## config.mk

```make
export PLATFORM = sky130hd
export DESIGN_NAME = booth_mul_arbiter_flat
export DESIGN_NICKNAME = d
export VERILOG_FILES = /design/src/rtl/booth_mul_arbiter_if.sv /design/src/rtl/booth_mul_arbiter.sv /design/src/flat_wrapper.sv
export SDC_FILE = /design/constraint.sdc
export NUM_CORES = 1
export LEC_CHECK = 0
export CORE_UTILIZATION = 53
export CTS_CLUSTER_SIZE = 14
export DETAILED_ROUTE_END_ITERATION = 8
export PLACE_DENSITY = 0.9
export SYNTH_ARGS = -nofsm -noshare
export SYNTH_HDL_FRONTEND = slang
export SYNTH_SLANG_ARGS = --single-unit
```

## constraint.sdc

```tcl
create_clock -name clk -period 6.4 [get_ports clk]
set_input_delay 0.64 -clock clk [delete_from_list [all_inputs] [get_ports clk]]
set_output_delay 0.64 -clock clk [all_outputs]
set_load 0.01 [all_outputs]
```

## src/rtl/booth_mul_arbiter_if.sv

```systemverilog
// booth_mul_arbiter_if: requester and result bus of the shared Booth multiplier
interface booth_mul_arbiter_if #(
  parameter int N = 8,
  parameter int R = 4,
  parameter int IDW = 2
);
  logic [R-1:0] req_valid;
  logic [R-1:0] req_ready;
  logic [R*N-1:0] req_x;
  logic [R*N-1:0] req_y;
  logic res_valid;
  logic res_ready;
  logic [2*N-1:0] res_p;
  logic [IDW-1:0] res_id;
  logic busy;
  logic [15:0] done_cnt;
  modport master (
    output req_valid, req_x, req_y, res_ready,
    input req_ready, res_valid, res_p, res_id, busy, done_cnt
  );
  modport slave (
    input req_valid, req_x, req_y, res_ready,
    output req_ready, res_valid, res_p, res_id, busy, done_cnt
  );
endinterface

```

## src/rtl/booth_mul_arbiter.sv

```systemverilog
// booth_mul_arbiter: round-robin sharing of one radix-4 Booth multiplier behind a two-stage pipeline
module radix4acc #(
  parameter int N = 8
) (
  input  logic [N-1:0]   x,
  input  logic [N-1:0]   y,
  output logic [2*N-1:0] p
);
  logic [N:0] yp;
  logic [2*N-1:0] xe;
  logic [2*N-1:0] m;
  logic [2*N-1:0] pp;
  logic [2:0] b;
  assign yp = {y, 1'b0};
  assign xe = {{N{x[N-1]}}, x};
  always_comb begin
    p = '0;
    b = '0;
    m = '0;
    pp = '0;
    for (int j = 0; j < N/2; j++) begin
      b = yp[2*j +: 3];
      m = (b[0] ^ b[1]) ? xe : (b == 3'b011 || b == 3'b100) ? xe << 1 : '0;
      pp = b[2] ? -m : m;
      p = p + (pp << (2*j));
    end
  end
endmodule

module booth_mul_arbiter #(
  parameter int N = 8,
  parameter int R = 4,
  parameter int IDW = 2
) (
  input logic clk,
  input logic rst,
  booth_mul_arbiter_if.slave bus
);
  logic s1_valid_q, s1_valid_d, s2_valid_q, s2_valid_d;
  logic [N-1:0] s1_x_q, s1_x_d, s1_y_q, s1_y_d;
  logic [IDW-1:0] s1_id_q, s1_id_d, s2_id_q, s2_id_d, ptr_q, ptr_d, gnt_idx, idx;
  logic [2*N-1:0] s2_p_q, s2_p_d, prod;
  logic [15:0] done_cnt_q, done_cnt_d;
  logic adv1, adv2, gnt_any, accept;
  radix4acc #(.N(N)) u_mul (.x(s1_x_q), .y(s1_y_q), .p(prod));
  always_comb begin
    gnt_any = 1'b0;
    gnt_idx = ptr_q;
    idx = ptr_q;
    for (int k = R; k >= 1; k--) begin
      idx = IDW'((int'(ptr_q) + k) % R);
      if (bus.req_valid[idx]) begin
        gnt_any = 1'b1;
        gnt_idx = idx;
      end
    end
  end
  always_comb begin
    adv2 = !s2_valid_q || bus.res_ready;
    adv1 = !s1_valid_q || adv2;
    accept = gnt_any && adv1 && !rst;
    s1_valid_d = adv1 ? accept : s1_valid_q;
    s1_x_d = accept ? bus.req_x[gnt_idx*N +: N] : s1_x_q;
    s1_y_d = accept ? bus.req_y[gnt_idx*N +: N] : s1_y_q;
    s1_id_d = accept ? gnt_idx : s1_id_q;
    ptr_d = accept ? gnt_idx : ptr_q;
    s2_valid_d = adv2 ? s1_valid_q : s2_valid_q;
    s2_p_d = adv2 ? prod : s2_p_q;
    s2_id_d = adv2 ? s1_id_q : s2_id_q;
    done_cnt_d = done_cnt_q + 16'(s2_valid_q && bus.res_ready);
  end
  always_ff @(posedge clk) begin
    if (rst) begin
      s1_valid_q <= 1'b0;
      s2_valid_q <= 1'b0;
      ptr_q <= IDW'(R - 1);
      done_cnt_q <= '0;
    end else begin
      s1_valid_q <= s1_valid_d;
      s2_valid_q <= s2_valid_d;
      ptr_q <= ptr_d;
      done_cnt_q <= done_cnt_d;
    end
  end
  always_ff @(posedge clk) begin
    s1_x_q <= s1_x_d;
    s1_y_q <= s1_y_d;
    s1_id_q <= s1_id_d;
    s2_p_q <= s2_p_d;
    s2_id_q <= s2_id_d;
  end
  assign bus.req_ready = accept ? R'(1) << gnt_idx : '0;
  assign bus.res_valid = s2_valid_q;
  assign bus.res_p = s2_p_q;
  assign bus.res_id = s2_id_q;
  assign bus.busy = s1_valid_q || s2_valid_q;
  assign bus.done_cnt = done_cnt_q;
endmodule

```

## src/flat_wrapper.sv

```systemverilog
// flat-port wrapper written by rule: the top's interface ports become plain ports
module booth_mul_arbiter_flat 
#(
  parameter int N = 8,
  parameter int R = 4,
  parameter int IDW = 2
)
  (clk, rst, bus_req_valid, bus_req_x, bus_req_y, bus_res_ready, bus_req_ready, bus_res_valid, bus_res_p, bus_res_id, bus_busy, bus_done_cnt);
  booth_mul_arbiter_if #(.N(N), .R(R), .IDW(IDW)) bus_i ();
  input logic clk;
  input logic rst;
  input wire logic [$bits(bus_i.req_valid)-1:0] bus_req_valid;
  input wire logic [$bits(bus_i.req_x)-1:0] bus_req_x;
  input wire logic [$bits(bus_i.req_y)-1:0] bus_req_y;
  input wire logic [$bits(bus_i.res_ready)-1:0] bus_res_ready;
  output wire logic [$bits(bus_i.req_ready)-1:0] bus_req_ready;
  output wire logic [$bits(bus_i.res_valid)-1:0] bus_res_valid;
  output wire logic [$bits(bus_i.res_p)-1:0] bus_res_p;
  output wire logic [$bits(bus_i.res_id)-1:0] bus_res_id;
  output wire logic [$bits(bus_i.busy)-1:0] bus_busy;
  output wire logic [$bits(bus_i.done_cnt)-1:0] bus_done_cnt;
  assign bus_i.req_valid = bus_req_valid;
  assign bus_i.req_x = bus_req_x;
  assign bus_i.req_y = bus_req_y;
  assign bus_i.res_ready = bus_res_ready;
  assign bus_req_ready = bus_i.req_ready;
  assign bus_res_valid = bus_i.res_valid;
  assign bus_res_p = bus_i.res_p;
  assign bus_res_id = bus_i.res_id;
  assign bus_busy = bus_i.busy;
  assign bus_done_cnt = bus_i.done_cnt;
  booth_mul_arbiter #(.N(N), .R(R), .IDW(IDW)) u_core (.clk(clk), .rst(rst), .bus(bus_i));
endmodule
```

==> metrics.md <==
| Metric | Value |
|---|---|
| CTS Buffer Depth | 2 |
| Share of cells above drive strength 1 | between 3 and 4% |
| Die W | 102 µm |
| # hold bufs at CTS | 0 |
| Clock transition at path regs | ~110 ps |
| Final worst-path cycle share | between 80 and 90% |
| Area after DPL | between 0.006 and 0.007 mm² |
| Initial Util | a little over half |
| Vias | just under 5k |
| Most frequent cells in the layout | clkdlybuf4s50_1 (110), inv_1 (57), nor2_1 (41), nand2_1 (40), a21oi_1 (37) |
| Detailed-route DRC error count | 0 |
| Worst Hold End | u_core.bus.res_id[0] |
| Reg2reg path depth | 20 |
| Hold Fails Final Rpt | 0 |
| Drt pass-1 iters | 5 |
| Global-route wire length before repair | about 22000 µm |
| Avg Cell Area, Syn | between 8 and 9 µm² |
| MaxCap Viol Count | 0 |
| Cell count of the worst hold path | 0 |
| Worst setup SP type | flop |
| Vias in the first global route | 4784 |
| Routed WL | between 10000 and 15000 µm |
| Post-Syn Area | ~0.0054 mm² |
| DRT antenna net count | 0 |
| # IOs | ~110 |
| Total Routing Usage GR | between 20% and 30% |
| CTS H-tree depth | 2 |
| Sw Ratio | between 40% and 50% |
| Internal cell power | roughly 2000 µW |
| Ys flop type | edfxtp_1 |
| Unique masters post-synth | 60 |
| Max transition margin | approximately a third |
| VDD IR max | roughly 470 µV |
| Cts repair resizes | 0 |
| Status | completed |
| Syn_nets | 740 |
| DRT iter0 DRCs | between 400 and 500 |
| Clock power share | around 5.5% |
| Hold path startpoint | u_core.s1_id_q[0] |
| Dpl hpwl | approximately 10000 µm |
| P per Cell Area | approximately 570 mW/mm² |
| Port buffer count | 110 |
| RR Startpoint | u_core.s1_y_q[1] |
| Largest net degree at the start of global routing | 52 |
| Fin nets | between 800 and 900 |
| Commonest non-fill, non-tap cell in the layout | clkdlybuf4s50_1 |
| Placed insts | just over 800 |
| Vias/cell | between 5 and 6 |
| Switching power | 1750 µW |
| CP arrival | ~5700 ps |
| Crit-path max FO | 18 |
| Final setup violation count | 0 |
| Skew final | between 6 and 7 ps |
| Sequential share of the synthesized area | 27.7% |
| CTS Buf Count | 5 |
| Worst endpoint required time | 6480 ps |
| CTS tree | yes |
| Seq pwr share | between 10% and 20% |
| Fmax | 0.177 GHz |
| Comb pwr share | approximately three quarters |
| Worst Tran Pin Value | 1020 ps |
| FP Rows | 36 |
| Crit path kind | flop to flop |
| Reg-to-Reg End | u_core.bus.res_p[15] |
| RSZ-0062 raised after global routing | false |
| Yosys Warn Count | 0 |
| Initial antenna violation count | 0 |
| Endpoint class of the critical path | flop |
| Setup TNS Final | 0 ps |
| Asr flop ratio synth | 0% |
| Cell Count, Final, Fillers Out | around 830 |
| Worst min path class | flop to flop |
| Root buf cell | clkbuf_8 |
| RePlAce Congestion | roughly 0.94 |
| Post-CTS Setup Bufs | 0 |
| DIE AREA | around 0.011 mm² |
| Fin area | roughly 0.0066 mm² |
| Clock sink total | 56 |
| Die H | 102 µm |
| Number of synthesized flops with an enable pin | 36 |
| Layout overhead on the synthesized area | 23.4% |
| Seq cells post-synth | 56 |
| Syn Inst Count | 620 |
| Core ar. | between 0.009 and 0.01 mm² |
| Ant. Diodes | 0 |
| Lkg Pwr | roughly 0.0027 µW |
| Clk_lat worst skew | about 320 ps |
| Detailed-route wire length per cell | about 16 µm |
| Tmin final | 5650 ps |
| Final Slew Violations | 0 |
| R2r setup slk | 750 ps |
| Gr ovfl total | 0 |
## sequential cells by signal (all words and copies together) (netlist names)
register,flops
u_core.bus.res_valid,1
u_core.s1_id_q,2
u_core.s1_y_q,8
u_core.bus.done_cnt,16
u_core.s1_valid_q,1
u_core.bus.res_p,16
u_core.ptr_q,2
u_core.s1_x_q,8
u_core.bus.res_id,2
## kinds of logic after synthesis
kind of cell | after synthesis | synth area share, %
AOI/OAI and AO/OA | 173 | 21.7
xor gates and xnor gates | 51 | 8.61
adders and majority gates | 49 | 14.4
buffers and inverters | 102 | 7.53
DFF | 56 | 27.7
muxes | 23 | 4.35
and+or+nand+nor | 166 | 15.7
## layout make-up
class / instances / area [µm²]
clock inverter: 3 / 25.0
clock buffer: 5 / 68.8
tap: 133 / 166
multi-input combinational: 462 / 3490
inverter: 58 / 218
timing repair buffer: 117 / 1150
sequential: 56 / 1480
fill: 772 / 3170
## how the worst max path moves through the flow
stage,startpoint,end,slack [ps]
final,u_core.s1_y_q[1],u_core.bus.res_p[15],750
after global routing,u_core.s1_y_q[1],u_core.bus.res_p[15],380
after CTS,u_core.s1_y_q[5],u_core.bus.res_p[15],830
after detailed placement,u_core.s1_y_q[5],u_core.bus.res_p[15],850
after global placement,u_core.s1_y_q[1],u_core.bus.res_p[15],880
after floorplan,u_core.s1_y_q[5],u_core.bus.res_p[15],1250
## layer usage
metal / vias to the layer above / routed length [µm] / GRT usage, %
met5: - / 0 / 0
met4: 0 / 348 / 10.3
met3: 36 / 880 / 3.83
met2: 258 / 6670 / 46.4
met1: 2286 / 5430 / 33.4
li1: 2346 / - / -
## critical path, cell delays in order, from the launching register on
cell and delay, ps:
edfxtp_1 340, buf_4 220, clkinv_1 280, ha_1 340, mux2i_1 310, nor2_1 240, a22oi_1 260, ha_1 220
o21ai_0 120, o21ai_0 260, xor2_1 130, fa_1 520, inv_1 60, fa_1 530, inv_1 40, ha_1 330
o21ai_0 190, nand2b_1 130, a2111oi_0 430, nor2_1 90, xnor3_1 360
## Yosys cell counts (4+ instances only)
master    count  area share (%)
nor3_1        6            0.56
ha_1         28             6.5
a211oi_1     23             3.2
nor2_1       41             2.9
a21o_1        6            0.84
and3_1        6            0.70
nand2b_1      7            0.82
xnor2_1      31             5.1
a21oi_1      38             3.6
fa_1         21             7.9
xor2_1       19             3.1
nor2b_1      31             3.6
nand3_1       8            0.75
buf_1         4            0.28
edfxtp_1     36              20
nand2_1      40             2.8
mux2i_1      21             3.9
dfxtp_1      20             7.5
buf_2         4            0.37
a22o_1        7             1.1
o211ai_1      7            0.98
a31oi_1       9             1.1
o21a_1        5            0.70
o22ai_1       4            0.47
inv_1        57             4.0
and2_1        6            0.70
clkbuf_1     34             2.4
o21ai_0      32             3.0
a22oi_1      18             2.5
## power groups by stage
stage                     Combinational [µW]  Sequential (µW)  Clock, µW
final                                   2850              704        208
after global routing                    3200              718        224
after CTS                               2820              703        210
after detailed placement                2800              711          0
after global placement                  2630              705          0
after floorplan                         2160              680          0
## metrics by stage
step	total power, µW	hold WS, ps	util [%]	worst slack (ps)
6_report	3760	437	67.5	752
5_1_grt	4140	440	67.5	381
4_1_cts	3730	439	67.5	832
3_5_place_dp	3510	412	66.6	852
3_3_place_gp	3330	406	66.6	876
2_1_floorplan	2840	400	-	1250
No activity file was read; power rests on OpenSTA's default activity.
